===== config.mk =====
export PLATFORM = sky130hd
export DESIGN_NAME = control_sequencer
export DESIGN_NICKNAME = d
export VERILOG_FILES = /design/src/rtl/control_sequencer.sv
export SDC_FILE = /design/constraint.sdc
export NUM_CORES = 1
export LEC_CHECK = 0
export CAP_MARGIN = 20
export CORE_UTILIZATION = 40
export DETAILED_ROUTE_END_ITERATION = 6
export PLACE_DENSITY = 0.76
export SLEW_MARGIN = 40
export SYNTH_ARGS = -nofsm -noshare
export SYNTH_HDL_FRONTEND = slang
export SYNTH_SLANG_ARGS = --single-unit

===== constraint.sdc =====
create_clock -name clk -period 2.14 [get_ports clk]
set_input_delay 0.428 -clock clk [delete_from_list [all_inputs] [get_ports clk]]
set_output_delay 0.428 -clock clk [all_outputs]
set_load 0.01 [all_outputs]

===== src/rtl/control_sequencer.sv =====
// -----------------------------------------------------------------------------
// control_sequencer
//   Microcode sequencer for the 8-bit bus computer. It tracks the T-state of
//   the current instruction and decodes (tstate, ir, cf, zf, run, halted) into
//   one control word per clock. The datapath captures on the same rising edge
//   that advances tstate.
//
//   Build option (macro EARLY_END_EN):
//     defined   : each instruction ends right after its last productive step.
//     undefined : every instruction except HLT runs T0..T4. Steps past its
//                 productive length drive the inactive word, and tstate
//                 wraps 4 -> 0.
//
//   Ports:
//     clk     system clock, rising edge
//     clr_    asynchronous active-low reset
//     run     1 = advance, 0 = pause (hold step, inactive word)
//     ir      opcode (upper nibble of IR)
//     cf, zf  carry / zero flags, sampled in T2 only
//     tstate  current T-state 0..4
//     halted  sticky halt status
//     hlt, mi, ri, ro_, ii, io, ai, ao, eo, su, fi, bi, oi, ce, co, j
//             datapath control lines (ro_ is active low)
// -----------------------------------------------------------------------------
module control_sequencer #(
  parameter int unsigned OPW = 4,
  parameter int unsigned TW  = 3
) (
  input  logic           clk,
  input  logic           clr_,
  input  logic           run,
  input  logic [OPW-1:0] ir,
  input  logic           cf,
  input  logic           zf,
  output logic [TW-1:0]  tstate,
  output logic           halted,
  output logic           hlt,
  output logic           mi,
  output logic           ri,
  output logic           ro_,
  output logic           ii,
  output logic           io,
  output logic           ai,
  output logic           ao,
  output logic           eo,
  output logic           su,
  output logic           fi,
  output logic           bi,
  output logic           oi,
  output logic           ce,
  output logic           co,
  output logic           j
);

  // T-state encodings
  localparam logic [TW-1:0] T0 = TW'(0);
  localparam logic [TW-1:0] T1 = TW'(1);
  localparam logic [TW-1:0] T2 = TW'(2);
  localparam logic [TW-1:0] T3 = TW'(3);
  localparam logic [TW-1:0] T4 = TW'(4);

  // Opcodes; 9..D are undefined and behave as NOP
  localparam logic [OPW-1:0] OP_NOP = OPW'(4'h0);
  localparam logic [OPW-1:0] OP_LDA = OPW'(4'h1);
  localparam logic [OPW-1:0] OP_ADD = OPW'(4'h2);
  localparam logic [OPW-1:0] OP_SUB = OPW'(4'h3);
  localparam logic [OPW-1:0] OP_STA = OPW'(4'h4);
  localparam logic [OPW-1:0] OP_LDI = OPW'(4'h5);
  localparam logic [OPW-1:0] OP_JMP = OPW'(4'h6);
  localparam logic [OPW-1:0] OP_JC  = OPW'(4'h7);
  localparam logic [OPW-1:0] OP_JZ  = OPW'(4'h8);
  localparam logic [OPW-1:0] OP_OUT = OPW'(4'hE);
  localparam logic [OPW-1:0] OP_HLT = OPW'(4'hF);

  // Control word; ro is the active-high sense of ro_
  typedef struct packed {
    logic hlt;
    logic mi;
    logic ri;
    logic ro;
    logic ii;
    logic io;
    logic ai;
    logic ao;
    logic eo;
    logic su;
    logic fi;
    logic bi;
    logic oi;
    logic ce;
    logic co;
    logic j;
  } ctrl_word_t;

  localparam ctrl_word_t CW_IDLE = '0;

  logic [TW-1:0] tstate_q;
  logic [TW-1:0] tstate_d;
  logic          halted_q;
  logic          halted_d;
  logic [TW-1:0] last_step;
  ctrl_word_t    cw;

  // Final step of the current instruction
  always_comb begin
    last_step = T4;
`ifdef EARLY_END_EN
    case (ir)
      OP_LDA, OP_STA:                          last_step = T3;
      OP_ADD, OP_SUB:                          last_step = T4;
      OP_LDI, OP_JMP, OP_JC, OP_JZ,
      OP_OUT, OP_HLT:                          last_step = T2;
      default:                                 last_step = T1;
    endcase
`endif
  end

  // State register
  always_ff @(posedge clk or negedge clr_) begin
    if (!clr_) begin
      tstate_q <= T0;
      halted_q <= 1'b0;
    end else begin
      tstate_q <= tstate_d;
      halted_q <= halted_d;
    end
  end

  // Next-state: halted freezes everything, run=0 holds the step.
  // The >= compare keeps tstate within 0..4 even if ir changes mid-instruction.
  always_comb begin
    tstate_d = tstate_q;
    halted_d = halted_q;
    if (!halted_q && run) begin
      if ((ir == OP_HLT) && (tstate_q == T2)) begin
        halted_d = 1'b1;
        tstate_d = T0;
      end else if (tstate_q >= last_step) begin
        tstate_d = T0;
      end else begin
        tstate_d = tstate_q + TW'(1);
      end
    end
  end

  // Control word decode; priority is clr_, then halted, then run
  always_comb begin
    cw = CW_IDLE;
    if (!clr_) begin
      cw.co = 1'b1;
      cw.mi = 1'b1;
    end else if (halted_q) begin
      cw.hlt = 1'b1;
    end else if (run) begin
      case (tstate_q)
        T0: begin
          cw.co = 1'b1;
          cw.mi = 1'b1;
        end
        T1: begin
          cw.ro = 1'b1;
          cw.ii = 1'b1;
          cw.ce = 1'b1;
        end
        T2: begin
          case (ir)
            OP_NOP: ;
            OP_LDA, OP_ADD, OP_SUB, OP_STA: begin
              cw.io = 1'b1;
              cw.mi = 1'b1;
            end
            OP_LDI: begin
              cw.io = 1'b1;
              cw.ai = 1'b1;
            end
            OP_JMP: begin
              cw.io = 1'b1;
              cw.j  = 1'b1;
            end
            OP_JC: begin
              cw.io = 1'b1;
              cw.j  = cf;
            end
            OP_JZ: begin
              cw.io = 1'b1;
              cw.j  = zf;
            end
            OP_OUT: begin
              cw.ao = 1'b1;
              cw.oi = 1'b1;
            end
            OP_HLT: cw.hlt = 1'b1;
            default: ;
          endcase
        end
        T3: begin
          case (ir)
            OP_LDA: begin
              cw.ro = 1'b1;
              cw.ai = 1'b1;
            end
            OP_ADD, OP_SUB: begin
              cw.ro = 1'b1;
              cw.bi = 1'b1;
            end
            OP_STA: begin
              cw.ao = 1'b1;
              cw.ri = 1'b1;
            end
            default: ;
          endcase
        end
        T4: begin
          if ((ir == OP_ADD) || (ir == OP_SUB)) begin
            cw.eo = 1'b1;
            cw.ai = 1'b1;
            cw.fi = 1'b1;
            cw.su = (ir == OP_SUB);
          end
        end
        default: ;
      endcase
    end
  end

  assign tstate = tstate_q;
  assign halted = halted_q;
  assign hlt    = cw.hlt;
  assign mi     = cw.mi;
  assign ri     = cw.ri;
  assign ro_    = ~cw.ro;
  assign ii     = cw.ii;
  assign io     = cw.io;
  assign ai     = cw.ai;
  assign ao     = cw.ao;
  assign eo     = cw.eo;
  assign su     = cw.su;
  assign fi     = cw.fi;
  assign bi     = cw.bi;
  assign oi     = cw.oi;
  assign ce     = cw.ce;
  assign co     = cw.co;
  assign j      = cw.j;

endmodule


==> metrics, run 1 <==
post-detail-place hpwl 1380 um; total power between 1 and 1.5 mW; clock slew at reported path FFs roughly 0.040 ns; vias per cell 5.86; Slew @ Worst Pin 0.344 ns; antenna diode count 0; vias in the first global route 779; max-slew violation count 0; Synth Register Bits 4; Filler cells between 50 and 60; Detailed Route Iter0 Violations 19; Setup Skew approximately 0.0058 ns; Syn Inst Count 72; CP Data Arrival Time 1.81 ns; global route total overflow 0; Root Driver clkbuf_4; CP Class reg -> out; Mapped Avg Cell Area 8.45 um^2; reg2reg path depth 7; Ports 29; status complete, but fails checks; effective utilization at floorplan 45.0%; minimum clock period 2.24 ns; cts bufs inserted 3; DR pass1 iterations 4; setup ws final -0.0965 ns; Multi-input gate area 589 um^2; crit-path max FO 4; Synth Area in Compound Gates 16.3%; DIE AREA 0.00168 mm^2; DRC 0; XOR/XNOR Fraction of Synth Area 1.44%; Critical Path Sink Type output pin; Post-Syn Area 608 um^2; Final period util 105%; post-synthesis adder-cell area fraction 10.3%; total track usage between 30% and 40%; P_int 0.653 mW; switching part of the total 44.6%; CP Launch Type flip-flop; max cap viols 0; nets@finish between 100 and 150; worst vdd ir 0.814 mV; cts hold-fix bufs 0; Clock Power Share around 8.0%; RSZ-0062 raised after global routing yes; reported leakage power 0.587 nW; port bufs 28; via count 850; simple-gate share of the synthesized area 44.2%; Area after DPL 0.00106 mm^2; main combinational cell family by area after synthesis simple AND/OR/NAND/NOR gates; Post-Layout Inst Area 0.00125 mm^2; Comb pwr share 77.7%; distinct cell type count after synthesis 37; r2r setup slk 0.32 ns; H-tree depth 1; synth warn 0; WL final 2980 um; sequential share of the synthesized area 16.5%; area grow syn2layout 105%; violated checks negative setup slack; clk sinks 4; Clock Latency Late Sink 0.23 ns; first-pass GRT wire length between 3000 and 4000 um; post-synthesis mux area share 0%; largest net degree at the start of global routing 10; die height 41.0 um; Setup-failing EPs final 6; Crit Reg-Reg Startpoint tstate[1]$_DFFE_PN0P_; Slew Limit Headroom 76.8%; Die W 41.0 um; NetSw between 0.5 and 0.6 mW; CTS tree done; initial antenna violation count 0; Syn Nets 86; r2r endpoint tstate[1]$_DFFE_PN0P_; Required @ worst endpoint 1.71 ns; DR WL/cell 20.5 um; routability congestion estimate from global placement 0.798; Final Hold Vio Count 0; register area 103 um^2; hold crit path type in -> async; sequential power share 14.3%; power density cells 945 mW/mm^2; hold slack 0.322 ns; share of cells above drive strength 1 57.7%; fmax ~450 MHz; core box area 0.00135 mm^2; ANT nets after route 0; clk buf depth 2; # rows 13
[cells by family (layout without fill, tap and decap cells)]
group / Yosys count / count (layout)
flops: 4 / 4
buf+inv: 12 / 70
compound gates: 13 / 13
simple gates: 37 / 37
xor+xnor: 1 / 1
fa+ha+maj: 5 / 5
[worst max-delay path: stages (launching register included)]
cell and delay [ns]:
dfrtp_2 0.44, inv_4 0.10, ha_4 0.15, buf_6 0.10
and4b_1 0.25, buf_4 0.15, a21oi_2 0.03, nor4_2 0.16
buf_2 0.19
[layout make-up]
cell class | count | share of cell area (%)
tap | 15 | 1.50
sequential | 4 | 8.22
timing repair buffer | 61 | 39.3
clock buffer | 3 | 1.80
inverter | 6 | 2.00
multi-input combinational | 56 | 47.2
[how the worst max path moves through the flow]
stage,from,end,slack (ns),depth (start not counted)
after floorplan,tstate[0]$_DFFE_PN0P_,ai,0.16,5
after global placement,ir[1],ai,-0.53,6
after detailed placement,ir[1],ai,-0.56,6
after CTS,tstate[1]$_DFFE_PN0P_,ai,-0.08,6
after global routing,tstate[0]$_DFFE_PN0P_,ao,-0.21,8
final,tstate[0]$_DFFE_PN0P_,ao,-0.1,8
[power by group through the flow]
stage	combinational [mW]	sequential (mW)	clock [mW]
2_1_floorplan	0.283	0.164	0
3_3_place_gp	0.627	0.141	0
3_5_place_dp	0.639	0.142	0
4_1_cts	0.758	0.147	0.0974
5_1_grt	0.966	0.171	0.105
6_report	0.917	0.169	0.0945
[registers in the layout, summed over array words and instances, names as in the netlist]
register	cells
halted	1
tstate	3
[through the flow]
stage | setup TNS (ns) | util, % | setup slack [ns] | instances
after floorplan | 0 | - | 0.159 | 72
after global placement | -6.40 | 78.2 | -0.535 | 135
after detailed placement | -6.98 | 78.2 | -0.556 | 135
after CTS | -0.151 | 87.4 | -0.0816 | 143
after global routing | -0.778 | 92.5 | -0.207 | 145
final | -0.278 | 92.5 | -0.0965 | 145
[cell usage in the layout, fill, tap and decap left out, types with 2 or more instances in the layout]
| cell | count |
|---|---|
| ha_4 | 4 |
| clkbuf_4 | 3 |
| nor3b_4 | 3 |
| nor4_1 | 2 |
| nand2_1 | 8 |
| buf_2 | 7 |
| clkdlybuf4s15_1 | 3 |
| clkbuf_2 | 2 |
| clkdlybuf4s15_2 | 2 |
| buf_6 | 3 |
| clkdlybuf4s50_1 | 6 |
| dfrtp_1 | 2 |
| and3b_1 | 2 |
| o31ai_1 | 3 |
| nor2_1 | 3 |
| dlygate4sd2_1 | 7 |
| dfrtp_2 | 2 |
| inv_1 | 4 |
| nand2b_1 | 2 |
| buf_4 | 30 |
[metal layers]
layer	routed length, um	GRT usage [%]
met1	1160	29.8
met5	0	0
met4	109	20.0
met2	1550	57.8
met3	168	8.70
[timing repair]
item                       CTS  global route
buffers inserted             4             2
pin swaps                    5             5
setup endpoints to repair   16            13
gates resized for setup     69            22
cloned                       1             0
[synthesized netlist by cell type, drive strengths merged]
master   instances  area, um^2
a2111oi          1        15.0
a21oi            2        10.0
a31oi            1        6.26
a41oi            1        8.76
and2             1        6.26
and2b            1        7.51
and3             1        11.3
and3b            2        17.5
and4b            1        10.0
and4bb           1        12.5
buf              5        38.8
clkbuf           1        7.51
dfrtp            4         100
ha               5        62.6
inv              6        22.5
nand2            8        30.0
nand2b           2        12.5
nand3b           2        27.5
nand4b           1        23.8
nor2             4        22.5
nor2b            1        6.26
nor3             2        10.0
nor3b            4        30.0
nor4             3        18.8
nor4bb           1        10.0
o2111ai          1        8.76
o211ai           1        7.51
o21ai            1        5.00
o21bai           1        7.51
o31ai            4        30.0
or2              1        6.26
or3              1        6.26
xnor2            1        8.76
No activity file was read; power rests on OpenSTA's default activity.
==> run 2: changes to the inputs <==
--- a/config.mk
+++ b/config.mk
@@ -8,6 +8,7 @@
 export CAP_MARGIN = 20
 export CORE_UTILIZATION = 40
 export DETAILED_ROUTE_END_ITERATION = 6
+export MAX_ROUTING_LAYER = met4
 export PLACE_DENSITY = 0.76
 export SLEW_MARGIN = 40
 export SYNTH_ARGS = -nofsm -noshare
==> run 2 against run 1 <==
The flow still finishes with violations (negative setup slack). Highest routed layer unchanged. Clock skew grew 0.0020 ns. Register-to-register slack lost 0.04 ns. Largest cell class unchanged. Sequential share of layout area is essentially flat. Critical endpoint is now ai.
==> metrics, run 2 (synthesis results as in run 1) <==
status complete, but fails checks; violated checks negative setup slack; placed cell count 135 (unchanged); crit-path max FO 4 (unchanged); largest net degree at the start of global routing 10 (unchanged); Die W 41.0 um (unchanged); DR WL/cell 21.7 um (+5.7%); CP Class reg -> out; max FFs per register 3 (unchanged); CTS tree done; power density cells 955 mW/mm^2 (+1.1%); H-tree depth 1 (unchanged); cts hold-fix bufs 0 (unchanged); CP Data Arrival Time 1.94 ns (+0.13 ns); RSZ-0062 raised after global routing yes; ANT nets after route 0 (unchanged); highest-count cells in the layout ignoring fill and taps buf_4, nand2_1, dlygate4sd2_1, buf_2, clkdlybuf4s50_1; post-detail-place hpwl 1380 um (unchanged); area grow syn2layout 106%; Clock Latency Late Sink 0.24 ns (about the same); Required @ worst endpoint 1.71 ns (about the same); Final period util 111% (+6.1 points); vias in the first global route 771 (-1.0%); Root Driver clkbuf_4; via count 881 (+3.6%); share of cells above drive strength 1 57.3% (-0.44 points); hold crit path type in -> async; die height 41.0 um (unchanged); setup ws final -0.226 ns (-0.130 ns); effective utilization at floorplan 45.0% (unchanged); nets@finish 147 (+0.68%); Detailed Route Iter0 Violations 21 (+2); Setup-failing EPs final 6 (unchanged); Final Hold Vio Count 0 (unchanged); routability congestion estimate from global placement 0.809 (+1.4%); max-slew violation count 0 (unchanged); minimum clock period 2.37 ns (+0.130 ns); worst vdd ir 0.892 mV (+9.6%); WL final 3170 um (+6.4%); Setup Skew 0.00783 ns (+0.00201 ns); core box area 0.00135 mm^2 (unchanged); # rows 13 (unchanged); total track usage 32.3% (+0.87 points); DRC 0 (unchanged); Util after Layout 93.0% (+0.46 points); port bufs 28 (unchanged); Slew Limit Headroom 74.6% (-2.2 points); reported leakage power 0.593 nW (+1.0%); initial antenna violation count 0 (unchanged); worst slack, placed -0.556 ns (unchanged); setup tns final -0.559 ns (-0.281 ns); non-filler cells, final 146 (+0.69%); Slew @ Worst Pin 0.380 ns (+0.0358 ns); most common cell after layout, fill and taps aside buf_4; Area after DPL 0.00106 mm^2 (unchanged); clk sinks 4 (unchanged); Post-Layout Inst Area 0.00125 mm^2 (+0.50%); hold slack 0.320 ns (-0.00192 ns); fmax 423 MHz (-5.5%); Ports 29 (unchanged); total power 1.20 mW (+1.6%); DIE AREA 0.00168 mm^2 (unchanged); clock slew at reported path FFs 0.04 ns (about the same); CP Launch Type flip-flop; antenna diode count 0 (unchanged); global route total overflow 0 (unchanged); vias per cell 6.03 (+2.9%); DR pass1 iterations 4 (unchanged); cts bufs inserted 3 (unchanged); clk buf depth 2 (unchanged); first-pass GRT wire length 3340 um (unchanged); max cap viols 0 (unchanged); Critical Path Sink Type output pin
==> run 2: changes by cell type in the layout (fill, tap and decap cells not counted), sizes merged <==
cell  delta
buf      +1
==> run 2: area by class of cell <==
type                            count  area [um^2]
Clock buffer                        3         22.5
Fill cell                          49         95.1
Sequential cell                     4          103
Tap cell                           15         18.8
Multi-Input combinational cell     56          588
Inverter                            6         25.0
Timing Repair Buffer               62          498
==> run 2: what timing repair did <==
action	in CTS	in global routing
gates cloned	1	0
setup buffers	4	3
resized for setup	69	21
setup endpoints to repair	16	13
pin swaps	5	5
==> run 2: routing by layer <==
metal,vias up,track usage (%),share of wire [%]
met1,413,30.5,36
met5,-,-,0
met2,66,58.6,52
met4,0,18.3,4.3
met3,22,7.61,6.9
li1,380,-,-
==> run 2: worst paths after layout <==
kind	cells after the start	end	start	slack [ns]
min reg2reg	2	tstate[0]$_DFFE_PN0P_	tstate[0]$_DFFE_PN0P_	0.73
min in group clk	2	tstate[0]$_DFFE_PN0P_	tstate[0]$_DFFE_PN0P_	0.73
max reg2reg	7	tstate[1]$_DFFE_PN0P_	tstate[1]$_DFFE_PN0P_	0.28
max	6	ai	tstate[0]$_DFFE_PN0P_	-0.23
max in group asynchronous	2	tstate[1]$_DFFE_PN0P_	clr_	1.67
min	2	tstate[2]$_DFFE_PN0P_	clr_	0.32
==> run 2: power breakdown <==
| group | switching [mW] | total, mW | internal, mW |
|---|---|---|---|
| Clock | 0.0325 | 0.0953 | 0.0629 |
| Sequential | 0.0583 | 0.172 | 0.113 |
| Combinational | 0.449 | 0.932 | 0.483 |
| Total | 0.540 | 1.20 | 0.659 |
==> run 2: worst max-delay path: stages (launching register included) <==
cell	delay, ns
dfrtp_2	0.43
ha_4	0.17
ha_4	0.12
and2b_1	0.16
o211ai_1	0.14
a2111oi_2	0.48
buf_2	0.21
==> run 3: changes to the inputs <==
--- a/config.mk
+++ b/config.mk
@@ -10,6 +10,7 @@
 export DETAILED_ROUTE_END_ITERATION = 6
 export MAX_ROUTING_LAYER = met4
 export PLACE_DENSITY = 0.76
+export SKIP_LAST_GASP = 1
 export SLEW_MARGIN = 40
 export SYNTH_ARGS = -nofsm -noshare
 export SYNTH_HDL_FRONTEND = slang
==> run 3 against run 2 <==
The flow still finishes with violations (negative setup slack). Maximum frequency is 2.7% higher. Total power is 0.68% higher. Clock skew shrank 0.0012 ns. Sequential cell count stayed put. Critical path depth up 2. Utilization up 2.0 points. Count of clock-buffer cells in the layout unchanged. Sequential share of layout area fell by 0.18 points.
==> metrics, run 3 (synthesis results as in run 1) <==
crit-path cells inv_4 -> ha_4 -> buf_6 -> and4b_1 -> buf_6 -> a21oi_4 -> nor4_2 -> buf_2; status complete, but fails checks; Critical Path Sink Type output pin; max cap viols 0 (unchanged); DR WL/cell 18.2 um (-16%); DR WL met2 1340 um (-19%); max-slew violation count 0 (unchanged); hold crit path type in -> async; non-filler cells, final 148 (+1.4%); hold slack 0.304 ns (-0.0161 ns); Ports 29 (unchanged); clk buf depth 2 (unchanged); Root Driver clkbuf_4; area grow syn2layout 111%; Setup Skew 0.00667 ns (-0.00116 ns); crit-path max FO 4 (unchanged); Final period util 108% (-2.9 points); vias per cell 5.64 (-6.6%); clock slew at reported path FFs 0.04 ns (about the same); Util after Layout 95.0% (+2.0 points); Detailed Route Iter0 Violations 13 (-38%); DIE AREA 0.00168 mm^2 (unchanged); CP Launch Type flip-flop; reg2reg path depth 7 (unchanged); Max stage delay on crit path 0.45 ns (-0.03 ns); Slew @ Worst Pin 0.309 ns (-0.0708 ns); Required @ worst endpoint 1.71 ns (about the same); global route total overflow 0 (unchanged); CP Buf/Inv Count 4 (+3); port bufs 28 (unchanged); initial antenna violation count 0 (unchanged); CP Class reg -> out; fmax 434 MHz (+2.7%); max FFs per register 3 (unchanged); M1 WL 1030 um (-11%); minimum clock period 2.30 ns (-0.0627 ns); Final Hold Vio Count 0 (unchanged); setup ws final -0.164 ns (+0.0627 ns); Setup-failing EPs final 5 (-1); most common cell after layout, fill and taps aside buf_4; H-tree depth 1 (unchanged); placed cell count 135 (unchanged); first-pass GRT wire length 3180 um (-4.8%); WL final 2700 um (-15%); RSZ-0062 raised after global routing yes; cell mode on critical path buf_6; power density cells 941 mW/mm^2 (-1.5%); worst vdd ir 0.737 mV (-17%); Slew Limit Headroom 79.2% (+4.6 points); CTS tree done; reported leakage power 0.605 nW (+2.1%); uppermost layer routed met4; Crit Reg-Reg Startpoint tstate[1]$_DFFE_PN0P_; largest net degree at the start of global routing 10 (unchanged); die height 41.0 um (unchanged); r2r endpoint tstate[1]$_DFFE_PN0P_; violated checks negative setup slack; ANT nets after route 0 (unchanged); antenna diode count 0 (unchanged); DR pass1 iterations 4 (unchanged); via count 834 (-5.3%); WL met3 206 um (-5.9%); nets@finish 149 (+1.4%); effective utilization at floorplan 45.0% (unchanged); highest-count cells in the layout ignoring fill and taps buf_4, nand2_1, dlygate4sd2_1, buf_2, clkdlybuf4s50_1; clk sinks 4 (unchanged); CP Data Arrival Time 1.88 ns (-0.06 ns); Die W 41.0 um (unchanged); vias in the first global route 762 (-1.2%); core box area 0.00135 mm^2 (unchanged); Clock Latency Late Sink 0.24 ns (about the same); r2r setup slk 0.36 ns (+0.08 ns); DRC 0 (unchanged); total power 1.21 mW (+0.68%); # rows 13 (unchanged); total track usage 30.7% (-1.5 points); cts hold-fix bufs 0 (unchanged); share of cells above drive strength 1 58.6% (+1.4 points); cts bufs inserted 3 (unchanged); CP max-delay cell dfrtp_2; kind of cell adding the most delay to the critical path buffers and inverters; post-detail-place hpwl 1380 um (unchanged); routability congestion estimate from global placement 0.809 (unchanged)
run 3: cell types whose count changed in the layout (fill, tap and decap cells not counted):
cell	previous run	this run
a21oi_2	1	0
buf_6	3	4
and2b_1	1	0
a21oi_4	0	1
and2b_2	0	1
buf_4	31	32
run 3: final cells by class:
class                      count  area [um^2]
sequential                     4          103
fill                          36         67.6
multi-input combinational     56          597
tap                           15         18.8
timing repair buffer          64          517
clock buffer                   3         22.5
inverter                       6         25.0
run 3: stage by stage:
stage | instance area (um^2) | setup WS, ns | TNS (ns)
2_1_floorplan | 608 | 0.159 | 0
3_3_place_gp | 1060 | -0.535 | -6.40
3_5_place_dp | 1060 | -0.556 | -6.98
4_1_cts | 1160 | -0.0816 | -0.244
5_1_grt | 1280 | -0.229 | -0.857
6_report | 1280 | -0.164 | -0.451
run 3: worst max path at each step:
stage | startpoint | end | slack (ns) | cells after the start
CTS | tstate[1]$_DFFE_PN0P_ | ai | -0.08 | 6
detailed placement | ir[1] | ai | -0.56 | 6
finish | tstate[0]$_DFFE_PN0P_ | ao | -0.16 | 8
global placement | ir[1] | ai | -0.53 | 6
global route | tstate[0]$_DFFE_PN0P_ | ao | -0.23 | 8
floorplan | tstate[0]$_DFFE_PN0P_ | ai | 0.16 | 5
run 3: what timing repair did:
action	in CTS	in global routing
gates resized for setup	66	27
pin swaps	5	6
buffers inserted	4	5
endpoints found under the setup margin	16	14
cloned	1	0
run 3: metal layers:
layer,up-vias,GRT usage (%)
met3,17,8.15
met2,47,52.3
met5,-,-
met1,386,28.8
li1,384,-
met4,0,24.2
run 3: power by group:
| part | internal (mW) | switching (mW) |
|---|---|---|
| combinational | 0.508 | 0.429 |
| clock | 0.0631 | 0.0366 |
| sequential | 0.113 | 0.0565 |
| total | 0.685 | 0.523 |
run 3: worst reg2reg max path: stages (launching register included):
cell and delay (ns):
dfrtp_2 0.44, buf_6 0.14, ha_4 0.16, buf_6 0.11, and4b_1 0.19, buf_6 0.13
and3_4 0.18, o31ai_1 0.30
